==> config.mk <==
export PLATFORM = sky130hd
export DESIGN_NAME = ball_physics
export DESIGN_NICKNAME = d
export VERILOG_FILES = /design/src/rtl/volley_pkg.sv /design/src/rtl/ball_player_hit.sv /design/src/rtl/ball_physics.sv
export SDC_FILE = /design/constraint.sdc
export NUM_CORES = 1
export LEC_CHECK = 0
export ABC_AREA = 1
export BUFFER_PORTS_ARGS = -buffer_cell sky130_fd_sc_hd__buf_4
export CELL_PAD_IN_SITES_DETAIL_PLACEMENT = 0
export CELL_PAD_IN_SITES_GLOBAL_PLACEMENT = 1
export CORE_UTILIZATION = 43
export CTS_CLUSTER_SIZE = 20
export DETAILED_ROUTE_END_ITERATION = 6
export PLACE_DENSITY = 0.82
export SYNTH_ARGS = -nofsm -noshare
export SYNTH_HDL_FRONTEND = slang
export SYNTH_SLANG_ARGS = --single-unit
==> constraint.sdc <==
create_clock -name clk -period 3.8 [get_ports clk]
set_clock_uncertainty 0.05 [all_clocks]
set_input_delay 0.19 -clock clk [delete_from_list [all_inputs] [get_ports clk]]
set_output_delay 0.19 -clock clk [all_outputs]
set_load 0.02 [all_outputs]
==> src/rtl/volley_pkg.sv <==
`default_nettype none
// ============================================================================
// volley_pkg : playfield geometry, datapath widths and game-state encoding
//              shared by the ball engine and the player blocks.
// Revision   : 1.0
// ============================================================================
package volley_pkg;
    localparam int COORD_W  = 10;
    localparam int VEL_W    = 11;
    localparam int POS_W    = 12;
    localparam int SCREEN_W = 320;
    localparam int GROUND_Y = 200;
    localparam int NET_X    = 160;
    localparam int NET_HW   = 4;
    localparam int NET_TOP  = 136;

    typedef enum logic [1:0] {
        SERVE  = 2'd0,
        PLAY   = 2'd1,
        SCORED = 2'd2
    } game_state_t;

    typedef logic signed [VEL_W-1:0] vel_t;
    typedef logic signed [POS_W-1:0] pos_t;

    function automatic pos_t to_pos(input logic [COORD_W-1:0] c);
        return pos_t'({{(POS_W-COORD_W){1'b0}}, c});
    endfunction
endpackage
`default_nettype wire

==> src/rtl/ball_player_hit.sv <==
`default_nettype none
// ============================================================================
// ball_player_hit : hit-box test of the ball against one player and the
//                   velocity the ball leaves with (normal bounce or smash).
// Revision        : 1.0
// ============================================================================
module ball_player_hit
    import volley_pkg::*;
#(
    parameter bit SMASH_RIGHT = 1'b1,
    parameter int HIT_DX      = 24,
    parameter int HIT_DY      = 32,
    parameter int BOUNCE_VY   = 12,
    parameter int SMASH_VX    = 10,
    parameter int SMASH_VY    = 8
) (
    input  logic [COORD_W-1:0]      ball_x,
    input  logic [COORD_W-1:0]      ball_y,
    input  logic signed [VEL_W-1:0] vel_y,
    input  logic [COORD_W-1:0]      px,
    input  logic [COORD_W-1:0]      py,
    input  logic                    smash,
    output logic                    hit,
    output logic signed [VEL_W-1:0] hit_vx,
    output logic signed [VEL_W-1:0] hit_vy
);
    pos_t dx, dy, adx, ady, dx_q;

    always_comb begin
        dx   = to_pos(ball_x) - to_pos(px);
        dy   = to_pos(ball_y) - to_pos(py);
        adx  = dx[POS_W-1] ? -dx : dx;
        ady  = dy[POS_W-1] ? -dy : dy;
        dx_q = dx >>> 2;
        // Only a falling ball can be struck.
        hit  = (adx < pos_t'(HIT_DX)) && (ady < pos_t'(HIT_DY)) &&
               !vel_y[VEL_W-1] && (vel_y != vel_t'(0));
        if (smash) begin
            hit_vx = SMASH_RIGHT ? vel_t'(SMASH_VX) : -vel_t'(SMASH_VX);
            hit_vy = vel_t'(SMASH_VY);
        end else begin
            hit_vx = vel_t'(dx_q);
            hit_vy = -vel_t'(BOUNCE_VY);
        end
    end
endmodule
`default_nettype wire

==> src/rtl/ball_physics.sv <==
`default_nettype none
// ============================================================================
// ball_physics : per-frame ball engine - gravity, wall/net/ground/player
//                collisions, point events and the serve/rally/freeze sequence.
// Revision     : 1.0
// ============================================================================
module ball_physics
    import volley_pkg::*;
#(
    parameter int BALL_R        = 8,
    parameter int GRAVITY       = 1,
    parameter int MAX_VY        = 15,
    parameter int HIT_DX        = 24,
    parameter int HIT_DY        = 32,
    parameter int BOUNCE_VY     = 12,
    parameter int SMASH_VX      = 10,
    parameter int SMASH_VY      = 8,
    parameter int SERVE_X_P1    = 60,
    parameter int SERVE_X_P2    = 260,
    parameter int SERVE_Y       = 40,
    parameter int FREEZE_FRAMES = 45
) (
    input  logic               clk,
    input  logic               rst_n,
    input  logic               start,
    input  logic [COORD_W-1:0] p1_x,
    input  logic [COORD_W-1:0] p1_y,
    input  logic               p1_smash,
    input  logic [COORD_W-1:0] p2_x,
    input  logic [COORD_W-1:0] p2_y,
    input  logic               p2_smash,
    output logic [COORD_W-1:0] ball_x,
    output logic [COORD_W-1:0] ball_y,
    output logic               rally_active,
    output logic               point_p1,
    output logic               point_p2
);
    localparam int   FC_W      = $clog2(FREEZE_FRAMES + 1);
    localparam pos_t X_MIN     = pos_t'(BALL_R);
    localparam pos_t X_MAX     = pos_t'(SCREEN_W - 1 - BALL_R);
    localparam pos_t FLOOR_Y   = pos_t'(GROUND_Y - BALL_R);
    localparam pos_t NET_LIM_Y = pos_t'(NET_TOP - BALL_R);
    localparam pos_t NET_XP    = pos_t'(NET_X);
    localparam pos_t NET_REACH = pos_t'(NET_HW + BALL_R);

    game_state_t        state, state_nx;
    logic               server, server_nx;      // 0: P1 serves, 1: P2 serves
    vel_t               vel_x, vel_y, vel_x_nx, vel_y_nx;
    logic [COORD_W-1:0] ball_x_nx, ball_y_nx;
    logic [FC_W-1:0]    freeze_cnt, freeze_cnt_nx;
    logic               point_p1_nx, point_p2_nx;

    pos_t               nx, ny, net_dx, net_adx;
    vel_t               vy_inc, nvy;
    logic [COORD_W-1:0] cx, cy, serve_x;
    logic               wall, net_hit;
    logic               hit1, hit2;
    vel_t               hit1_vx, hit1_vy, hit2_vx, hit2_vy;

    ball_player_hit #(
        .SMASH_RIGHT(1'b1), .HIT_DX(HIT_DX), .HIT_DY(HIT_DY),
        .BOUNCE_VY(BOUNCE_VY), .SMASH_VX(SMASH_VX), .SMASH_VY(SMASH_VY)
    ) u_hit_p1 (
        .ball_x(ball_x), .ball_y(ball_y), .vel_y(vel_y),
        .px(p1_x), .py(p1_y), .smash(p1_smash),
        .hit(hit1), .hit_vx(hit1_vx), .hit_vy(hit1_vy)
    );

    ball_player_hit #(
        .SMASH_RIGHT(1'b0), .HIT_DX(HIT_DX), .HIT_DY(HIT_DY),
        .BOUNCE_VY(BOUNCE_VY), .SMASH_VX(SMASH_VX), .SMASH_VY(SMASH_VY)
    ) u_hit_p2 (
        .ball_x(ball_x), .ball_y(ball_y), .vel_y(vel_y),
        .px(p2_x), .py(p2_y), .smash(p2_smash),
        .hit(hit2), .hit_vx(hit2_vx), .hit_vy(hit2_vy)
    );

    always_comb begin
        nx     = to_pos(ball_x) + pos_t'(vel_x);
        ny     = to_pos(ball_y) + pos_t'(vel_y);
        vy_inc = vel_y + vel_t'(GRAVITY);
        if (vy_inc > vel_t'(MAX_VY))
            nvy = vel_t'(MAX_VY);
        else if (vy_inc < -vel_t'(MAX_VY))
            nvy = -vel_t'(MAX_VY);
        else
            nvy = vy_inc;

        net_dx  = nx - NET_XP;
        net_adx = net_dx[POS_W-1] ? -net_dx : net_dx;
        net_hit = (ny > NET_LIM_Y) && (net_adx < NET_REACH);
        wall    = (nx < X_MIN) || (nx > X_MAX);

        if (nx < X_MIN)
            cx = X_MIN[COORD_W-1:0];
        else if (nx > X_MAX)
            cx = X_MAX[COORD_W-1:0];
        else
            cx = nx[COORD_W-1:0];
        // No ceiling: a ball thrown above the screen top is pinned at row 0.
        cy = ny[POS_W-1] ? '0 : ny[COORD_W-1:0];

        serve_x = server ? COORD_W'(SERVE_X_P2) : COORD_W'(SERVE_X_P1);
    end

    always_comb begin
        state_nx      = state;
        server_nx     = server;
        ball_x_nx     = ball_x;
        ball_y_nx     = ball_y;
        vel_x_nx      = vel_x;
        vel_y_nx      = vel_y;
        freeze_cnt_nx = freeze_cnt;
        point_p1_nx   = 1'b0;
        point_p2_nx   = 1'b0;

        case (state)
            SERVE: begin
                ball_x_nx = serve_x;
                ball_y_nx = COORD_W'(SERVE_Y);
                vel_x_nx  = '0;
                vel_y_nx  = '0;
                if (start)
                    state_nx = PLAY;
            end
            PLAY: begin
                if (ny >= FLOOR_Y) begin
                    ball_x_nx     = cx;
                    ball_y_nx     = FLOOR_Y[COORD_W-1:0];
                    vel_x_nx      = '0;
                    vel_y_nx      = '0;
                    state_nx      = SCORED;
                    freeze_cnt_nx = FC_W'(FREEZE_FRAMES - 1);
                    if (nx < NET_XP) begin
                        point_p2_nx = 1'b1;
                        server_nx   = 1'b1;
                    end else begin
                        point_p1_nx = 1'b1;
                        server_nx   = 1'b0;
                    end
                end else if (hit1 || hit2) begin
                    ball_x_nx = cx;
                    ball_y_nx = cy;
                    vel_x_nx  = hit1 ? hit1_vx : hit2_vx;
                    vel_y_nx  = hit1 ? hit1_vy : hit2_vy;
                end else if (net_hit) begin
                    ball_x_nx = (ball_x < COORD_W'(NET_X)) ? COORD_W'(NET_X - NET_HW - BALL_R)
                                                           : COORD_W'(NET_X + NET_HW + BALL_R);
                    ball_y_nx = cy;
                    vel_x_nx  = -vel_x;
                    vel_y_nx  = nvy;
                end else if (wall) begin
                    ball_x_nx = cx;
                    ball_y_nx = cy;
                    vel_x_nx  = -vel_x;
                    vel_y_nx  = nvy;
                end else begin
                    ball_x_nx = cx;
                    ball_y_nx = cy;
                    vel_y_nx  = nvy;
                end
            end
            SCORED: begin
                if (freeze_cnt == '0) begin
                    state_nx  = SERVE;
                    ball_x_nx = serve_x;
                    ball_y_nx = COORD_W'(SERVE_Y);
                end else begin
                    freeze_cnt_nx = freeze_cnt - 1'b1;
                end
            end
            default: state_nx = SERVE;
        endcase
    end

    always_ff @(posedge clk or negedge rst_n) begin
        if (!rst_n) begin
            state      <= SERVE;
            server     <= 1'b0;
            ball_x     <= COORD_W'(SERVE_X_P1);
            ball_y     <= COORD_W'(SERVE_Y);
            vel_x      <= '0;
            vel_y      <= '0;
            freeze_cnt <= '0;
            point_p1   <= 1'b0;
            point_p2   <= 1'b0;
        end else begin
            state      <= state_nx;
            server     <= server_nx;
            ball_x     <= ball_x_nx;
            ball_y     <= ball_y_nx;
            vel_x      <= vel_x_nx;
            vel_y      <= vel_y_nx;
            freeze_cnt <= freeze_cnt_nx;
            point_p1   <= point_p1_nx;
            point_p2   <= point_p2_nx;
        end
    end

    assign rally_active = (state == PLAY);
endmodule
`default_nettype wire

==> results by group, run 1 <==
Run status
  • Status: finished, final reports clean

Global route
  • Global-route wire length before repair: between 30 and 40 mm
  • Initial antenna violation count: 0
  • GRT Residual Overflow: 0
  • Largest net degree at the start of global routing: 54
  • Vias in the first global route: about 7500
  • Overall Global Routing Usage: about a quarter

Clock tree
  • # clock sinks: 53
  • H-tree depth: 2
  • Clk root buf: clkbuf_16
  • CTS tree: yes
  • Worst-path clk slew: 0.07 ns
  • CTS buffer count: 5
  • Clock tree buffer depth: 2
  • Worst-Skew Late Latency: roughly 0.29 ns

Worst setup path
  • CP startpoint: ball_x[1]
  • Most frequent CP cell: nand2_1
  • Crit path launch type: flip-flop
  • Crit path capture type: flip-flop
  • Crit-path max FO: 7
  • CP max stage delay: a little over 0.4 ns
  • Stages on worst setup path: 23
  • Slowest-stage cell, CP: fa_1
  • Register-to-Register Path Depth: 23
  • R2R Setup Slk: ~0.35 ns
  • Top delay family on crit path: simple AND/OR/NAND/NOR gates
  • WP buf/inv: 4
  • Worst R2R Start: ball_x[1]
  • WP data arrival: approximately 3.6 ns
  • RR Endpoint: vel_x[8]
  • Cell Chain, Critical Path: clkinvlp_4 > buf_4 > fa_1 > inv_1 > nand3_1 > nand2_1 > nand2_1 > nand3_1 > nand2_1 > inv_1 > nand2_1 > nand2_1 > nand2_1 > nand2_1 > nand2_1 > nor2_1 > nand4_1 > nor2_4 > o21ai_2 > a21oi_1 > nor2_1 > nand2_1 > nand2_1
  • Worst EP required: slightly below 4 ns
  • CP endpoint: vel_x[8]
  • WS Path Type: reg2reg

Floorplan
  • Die ar.: roughly 18000 um^2
  • Die height: ~130 um
  • Die W: about 130 um
  • Top-level I/O count: slightly below 70
  • FP Rows: 47
  • Core Box Area: 16800 um^2
  • Initial core utilization: about 45%

Layout
  • Sequential cell area: approximately 1300 um^2
  • Nets: roughly 1500
  • Commonest non-fill, non-tap cell in the layout: nand2_1
  • Filler Cell Count: roughly 1800
  • Area Growth Syn to Fin: 14.6%
  • Most frequent cells in the layout: 411 x nand2_1, 215 x inv_1, 125 x nand3_1
  • Share of layout cells above drive strength 1: 10.2%
  • Non-Filler Instances: around 1600
  • N_diodes: 0
  • Multi-input logic area: between 5000 and 6000 um^2

Synth
  • Seq/Total Area, Yosys: between 15 and 20%
  • Synthesized instance count: approximately 1300
  • Distinct cells, synth: 46
  • Post-synthesis cell area: 7520 um^2
  • Main synth FF type: dfrtp_1
  • Synth Warn #: 0
  • Asr flop ratio synth: 100%
  • Mapped Avg Cell Area: around 6 um^2
  • Post-synth EDFFs: 0
  • FF+latch count, synth: 53
  • Mapped Nets: around 1400

Timing
  • Period utilisation layout: between 90 and 100%
  • Max Transition Viols Final: 0
  • Hold Violations, Final: 0
  • Relative slew slack: ~54%
  • Tightest Pin Transition: between 0.6 and 0.7 ns
  • Max frequency: ~0.29 GHz
  • Final setup margin: 0.350 ns
  • Tmin final: 3.45 ns
  • Final setup violation count: 0

Placement
  • Port Buf Inserts: 67
  • Cells after DPL: 1565
  • Dpl hpwl: between 15 and 20 mm
  • Global placer's final weighted congestion: around 0.9
  • Placement Setup Slack: ~0.11 ns

Route
  • Post-Route WL: around 21 mm
  • Drt wl/cell: about 13 um
  • Starting DRT DRC Count: 516
  • Via density per instance: around 5.1
  • Via count: between 8000 and 9000
  • DRC: 0
  • First-pass DRT Iterations: 7
  • Detail Route Antenna Nets: 0

Power
  • Leakage power: around 5 nW
  • Pwr Total: a little under 8 mW
  • Cell Pwr Density: roughly 900 nW/um^2
  • Worst vdd ir: between 0.4 and 0.5 mV

Worst hold path
  • Min-Delay Path Class: in2reg

Job
  • MaxCap Viol Count: 0
[synthesized netlist by cell type (all sizes together), types with 3 or more instances]
cell | n | area (um^2)
o21bai | 6 | 45.0
fa | 6 | 120
o22ai | 8 | 50.1
nand2 | 417 | 1580
dfrtp | 47 | 1180
nand3 | 129 | 661
nor3 | 12 | 60.1
clkbuf | 4 | 15.0
or2 | 4 | 25.0
nand3b | 11 | 108
dfstp | 6 | 158
buf | 3 | 27.5
a31oi | 8 | 50.1
nor2 | 133 | 553
o21ai | 68 | 355
xnor2 | 15 | 131
ha | 69 | 863
nand4 | 30 | 188
inv | 219 | 822
nor4 | 4 | 25.0
xor2 | 18 | 158
a21oi | 44 | 231
[cell families after synthesis]
group	synth area share, %
AOI/OAI and AO/OA	10.8
xor gates and xnor gates	3.84
adders and majority gates	13.1
buffers and inverters	11.5
DFF	17.7
and+or+nand+nor	43.0
[worst min path at each step]
stage          start         to  cells after the start
2_1_floorplan  rst_n  ball_x[0]                      0
3_3_place_gp   rst_n  ball_y[0]                      1
3_5_place_dp   rst_n  ball_y[0]                      1
4_1_cts        start   state[0]                      3
5_1_grt        start   state[0]                      3
6_report       start   state[0]                      3
[worst register-to-register path, stage by stage, from the launching register on]
cell	delay, ns
dfrtp_2	0.40
clkinvlp_4	0.14
buf_4	0.17
fa_1	0.41
inv_1	0.11
nand3_1	0.10
nand2_1	0.14
nand2_1	0.09
nand3_1	0.07
nand2_1	0.11
inv_1	0.14
nand2_1	0.07
nand2_1	0.06
nand2_1	0.05
nand2_1	0.07
nand2_1	0.06
nor2_1	0.09
nand4_1	0.13
nor2_4	0.22
o21ai_2	0.14
a21oi_1	0.35
nor2_1	0.07
nand2_1	0.06
nand2_1	0.05
[per-stage QoR]
stage	area [um^2]	hold WS [ns]	TNS, ns	util, %
after global routing	8620	0.0956	-0.00314	51.2
after CTS	8480	0.0856	0	50.4
after floorplan	7520	-0.156	0	-
after global placement	8320	0.232	0	49.5
final	8620	0.0919	0	51.2
after detailed placement	8320	0.230	0	49.5
[state kept, by name, summed over array words and instances, names as in the netlist]
| register | count |
|---|---|
| point_p2 | 1 |
| state | 2 |
| ball_x | 10 |
| freeze_cnt | 6 |
| server | 1 |
| ball_y | 10 |
| vel_y | 11 |
| point_p1 | 1 |
| vel_x | 11 |
[cell type report]
type,instances,area share (%)
inverters,219,9.64
flip-flops and latches,53,15.5
clock inverters,1,0.0871
well taps,220,3.19
repair buffers,85,7.58
repair inverters,1,0.0581
multi-input cells,998,62.3
clock buffers,7,1.65
[timing repair]
action                                  CTS  global route
gates resized for setup                   0            15
setup buffers                             0             9
hold buffers                              1             0
endpoints found under the hold margin    47             0
endpoints found under the setup margin    0            27
[power by group]
| group | leakage [nW] | switching, mW | internal, mW | total [mW] |
|---|---|---|---|---|
| sequential | 0.680 | 0.321 | 0.826 | 1.15 |
| clock | 0.0701 | 0.209 | 0.263 | 0.472 |
| combinational | 4.17 | 3.96 | 2.17 | 6.12 |
| total | 4.92 | 4.49 | 3.26 | 7.74 |
[metal layers]
| layer | vias to the layer above | GRT usage (%) | share of wire [%] |
|---|---|---|---|
| li1 | 4265 | - | - |
| met1 | 3608 | 34.0 | 48 |
| met2 | 182 | 40.6 | 46 |
| met3 | 26 | 2.31 | 4.5 |
| met4 | 0 | 5.81 | 1.6 |
| met5 | - | 0 | 0 |
(Power assumes the default switching activity.)
==> run 2, diff against run 1 <==
==> constraint.sdc (replaced) <==
create_clock -name clk -period 3.3 [get_ports clk]
set_clock_uncertainty 0.05 [all_clocks]
set_input_delay 0.165 -clock clk [delete_from_list [all_inputs] [get_ports clk]]
set_output_delay 0.165 -clock clk [all_outputs]
set_load 0.02 [all_outputs]
==> run 2 against run 1 <==
Effect of this change: combinational power rose by 43%; first-iteration DRC count fell by 24%; sequential cell count did not move; core utilization grew 7.3 points; cell area is 14% higher; final cell count is 5.8% higher; clock power increased by 18%; critical path depth shrank 5; non-clock buffer count is 93 higher; via count rose by 4.6%; total power grew 37%.
==> results by group, run 2 (synthesis gave the netlist of run 1 again) <==
Placement
  • Placed instance area: approximately 9000 um^2
  • Cells after DPL: 1657
  • Port Buf Inserts: 67
  • Global placer's final weighted congestion: 0.891
  • Dpl hpwl: between 15 and 20 mm
  • Placement Setup Slack: -0.0627 ns

Timing
  • Final setup violation count: 0
  • Sum Neg Setup Slack: 0 ns
  • Tightest Pin Transition: roughly 0.69 ns
  • Tmin final: about 3.2 ns
  • Unrepaired setup endpoints after global routing: true
  • Final setup margin: approximately 0.065 ns
  • Relative slew slack: between 50 and 60%
  • Max frequency: ~0.31 GHz
  • Max Transition Viols Final: 0
  • Hold Violations, Final: 0
  • Hold slack: slightly above 0.05 ns
  • Period utilisation layout: a little over nine tenths

Route
  • Detail Route Antenna Nets: 0
  • DRC: 0
  • Post-Route WL: 22.9 mm
  • First-pass DRT Iterations: 5
  • Via count: approximately 8500
  • Starting DRT DRC Count: approximately 400
  • Drt wl/cell: around 14 um
  • Via density per instance: 5.04

Floorplan
  • FP Rows: between 40 and 50
  • Core Box Area: about 17000 um^2
  • Top-level I/O count: 68
  • Die ar.: between 15000 and 20000 um^2
  • Die height: ~130 um
  • Die W: 134 um
  • Initial core utilization: 44.7%

Worst setup path
  • Slowest-stage cell, CP: fa_2
  • Crit path capture type: flip-flop
  • Worst R2R Start: ball_x[0]
  • R2R Setup Slk: approximately 0.065 ns
  • Most frequent CP cell: nand2_1
  • Worst EP required: about 3.4 ns
  • CP max stage delay: approximately 0.52 ns
  • Register-to-Register Path Depth: 18
  • WP buf/inv: 3
  • WP data arrival: 3.36 ns
  • RR Endpoint: vel_y[0]
  • Top delay family on crit path: simple AND/OR/NAND/NOR gates
  • Crit-path max FO: 8
  • Crit path launch type: flip-flop
  • Cell Chain, Critical Path: inv_1 > ha_2 > fa_2 > nand2_1 > a21oi_2 > nand3_2 > nor2_2 > nand2_1 > a21oi_1 > nand4_1 > nand2_1 > nand4_1 > o21ai_4 > buf_12 > nor2_8 > buf_4 > nand3_1 > o21ai_0
  • WS Path Type: reg2reg

Global route
  • Overall Global Routing Usage: 25.6%
  • Vias in the first global route: 7765
  • Initial antenna violation count: 0
  • Largest net degree at the start of global routing: 54
  • Global-route wire length before repair: around 37 mm
  • GRT Residual Overflow: 0

Clock tree
  • # clock sinks: 53
  • H-tree depth: 2
  • CTS tree: yes
  • CTS buffer count: 5
  • Worst-Skew Late Latency: ~0.3 ns
  • Clk root buf: clkbuf_16
  • Worst-path clk slew: roughly 0.08 ns
  • Clock tree buffer depth: 2

Power
  • Worst vdd ir: roughly 0.67 mV
  • Clock Power Share: around 5.3%
  • Pwr Total: between 10 and 15 mW
  • Leakage power: around 5.4 nW
  • Sw power: ~5.8 mW
  • Cell Pwr Density: 1080 nW/um^2
  • Switching share of power: between 50% and 60%
  • Seq pwr share: approximately 12%
  • Internal power: about 4.8 mW
  • Gate power share: 82.7%

Layout
  • Fin area: between 9000 and 10000 um^2
  • Non-Filler Instances: between 1500 and 2000
  • Area Growth Syn to Fin: 30.8%
  • N_diodes: 0
  • Commonest non-fill, non-tap cell in the layout: nand2_1
  • Nets: ~1600
  • Final Core Density: approximately 59%
  • Biggest regs: vel_x: 11 flops, vel_y: 11 flops
  • Most frequent cells in the layout: 378 x nand2_1, 206 x inv_1, 170 x buf_4
  • Share of layout cells above drive strength 1: between 20 and 25%

Job
  • MaxCap Viol Count: 0

Worst hold path
  • Hold endpoint: state[0]
  • Hold Path Stages: 3
  • HP Start: start
  • Min-Delay Path Class: in2reg

Run status
  • Status: finished, final reports clean
==> run 2: area by class of cell <==
cell class	count	area, um^2
Sequential cell	53	1330
Inverter	219	825
Timing Repair Buffer	178	1390
Clock buffer	5	125
Tap cell	220	275
Multi-Input combinational cell	998	5860
Fill cell	1696	6980
Clock inverter	3	28.8
==> run 2: power groups by stage <==
stage / clock network [mW] / registers [mW] / logic, mW
floorplan: 0 / 1.28 / 5.12
global placement: 0 / 1.25 / 7.84
detailed placement: 0 / 1.26 / 7.84
CTS: 0.573 / 1.25 / 7.95
global route: 0.598 / 1.31 / 9.81
finish: 0.558 / 1.28 / 8.76
==> run 2: how the worst max path moves through the flow <==
stage	cells past startpoint	to	from	slack, ns
6_report	18	vel_y[0]	ball_x[0]	0.07
5_1_grt	20	vel_x[7]	ball_x[8]	-0.13
4_1_cts	27	vel_x[7]	vel_x[0]	0.01
3_5_place_dp	24	vel_x[9]	vel_x[0]	-0.06
3_3_place_gp	24	vel_x[3]	vel_x[0]	-0.04
2_1_floorplan	23	vel_x[7]	ball_x[1]	0.17
==> run 2: tightest hold or removal path, cell delays in order <==
cell     delay, ns
buf_4         0.08
nand3_1       0.06
nand2_1       0.07
==> run 2: per-layer routing <==
metal	GRT usage [%]	wire [um]
met1	36.0	11300
met5	0	0
met4	4.81	260
met2	42.5	10600
met3	2.61	790
==> run 2: timing repair <==
item,4_1_cts,5_1_grt
hold endpoints to repair,47,0
setup buffers,0,10
pin swaps,2,44
gates resized for setup,10,132
hold buffers,1,0
setup endpoints to repair,13,34
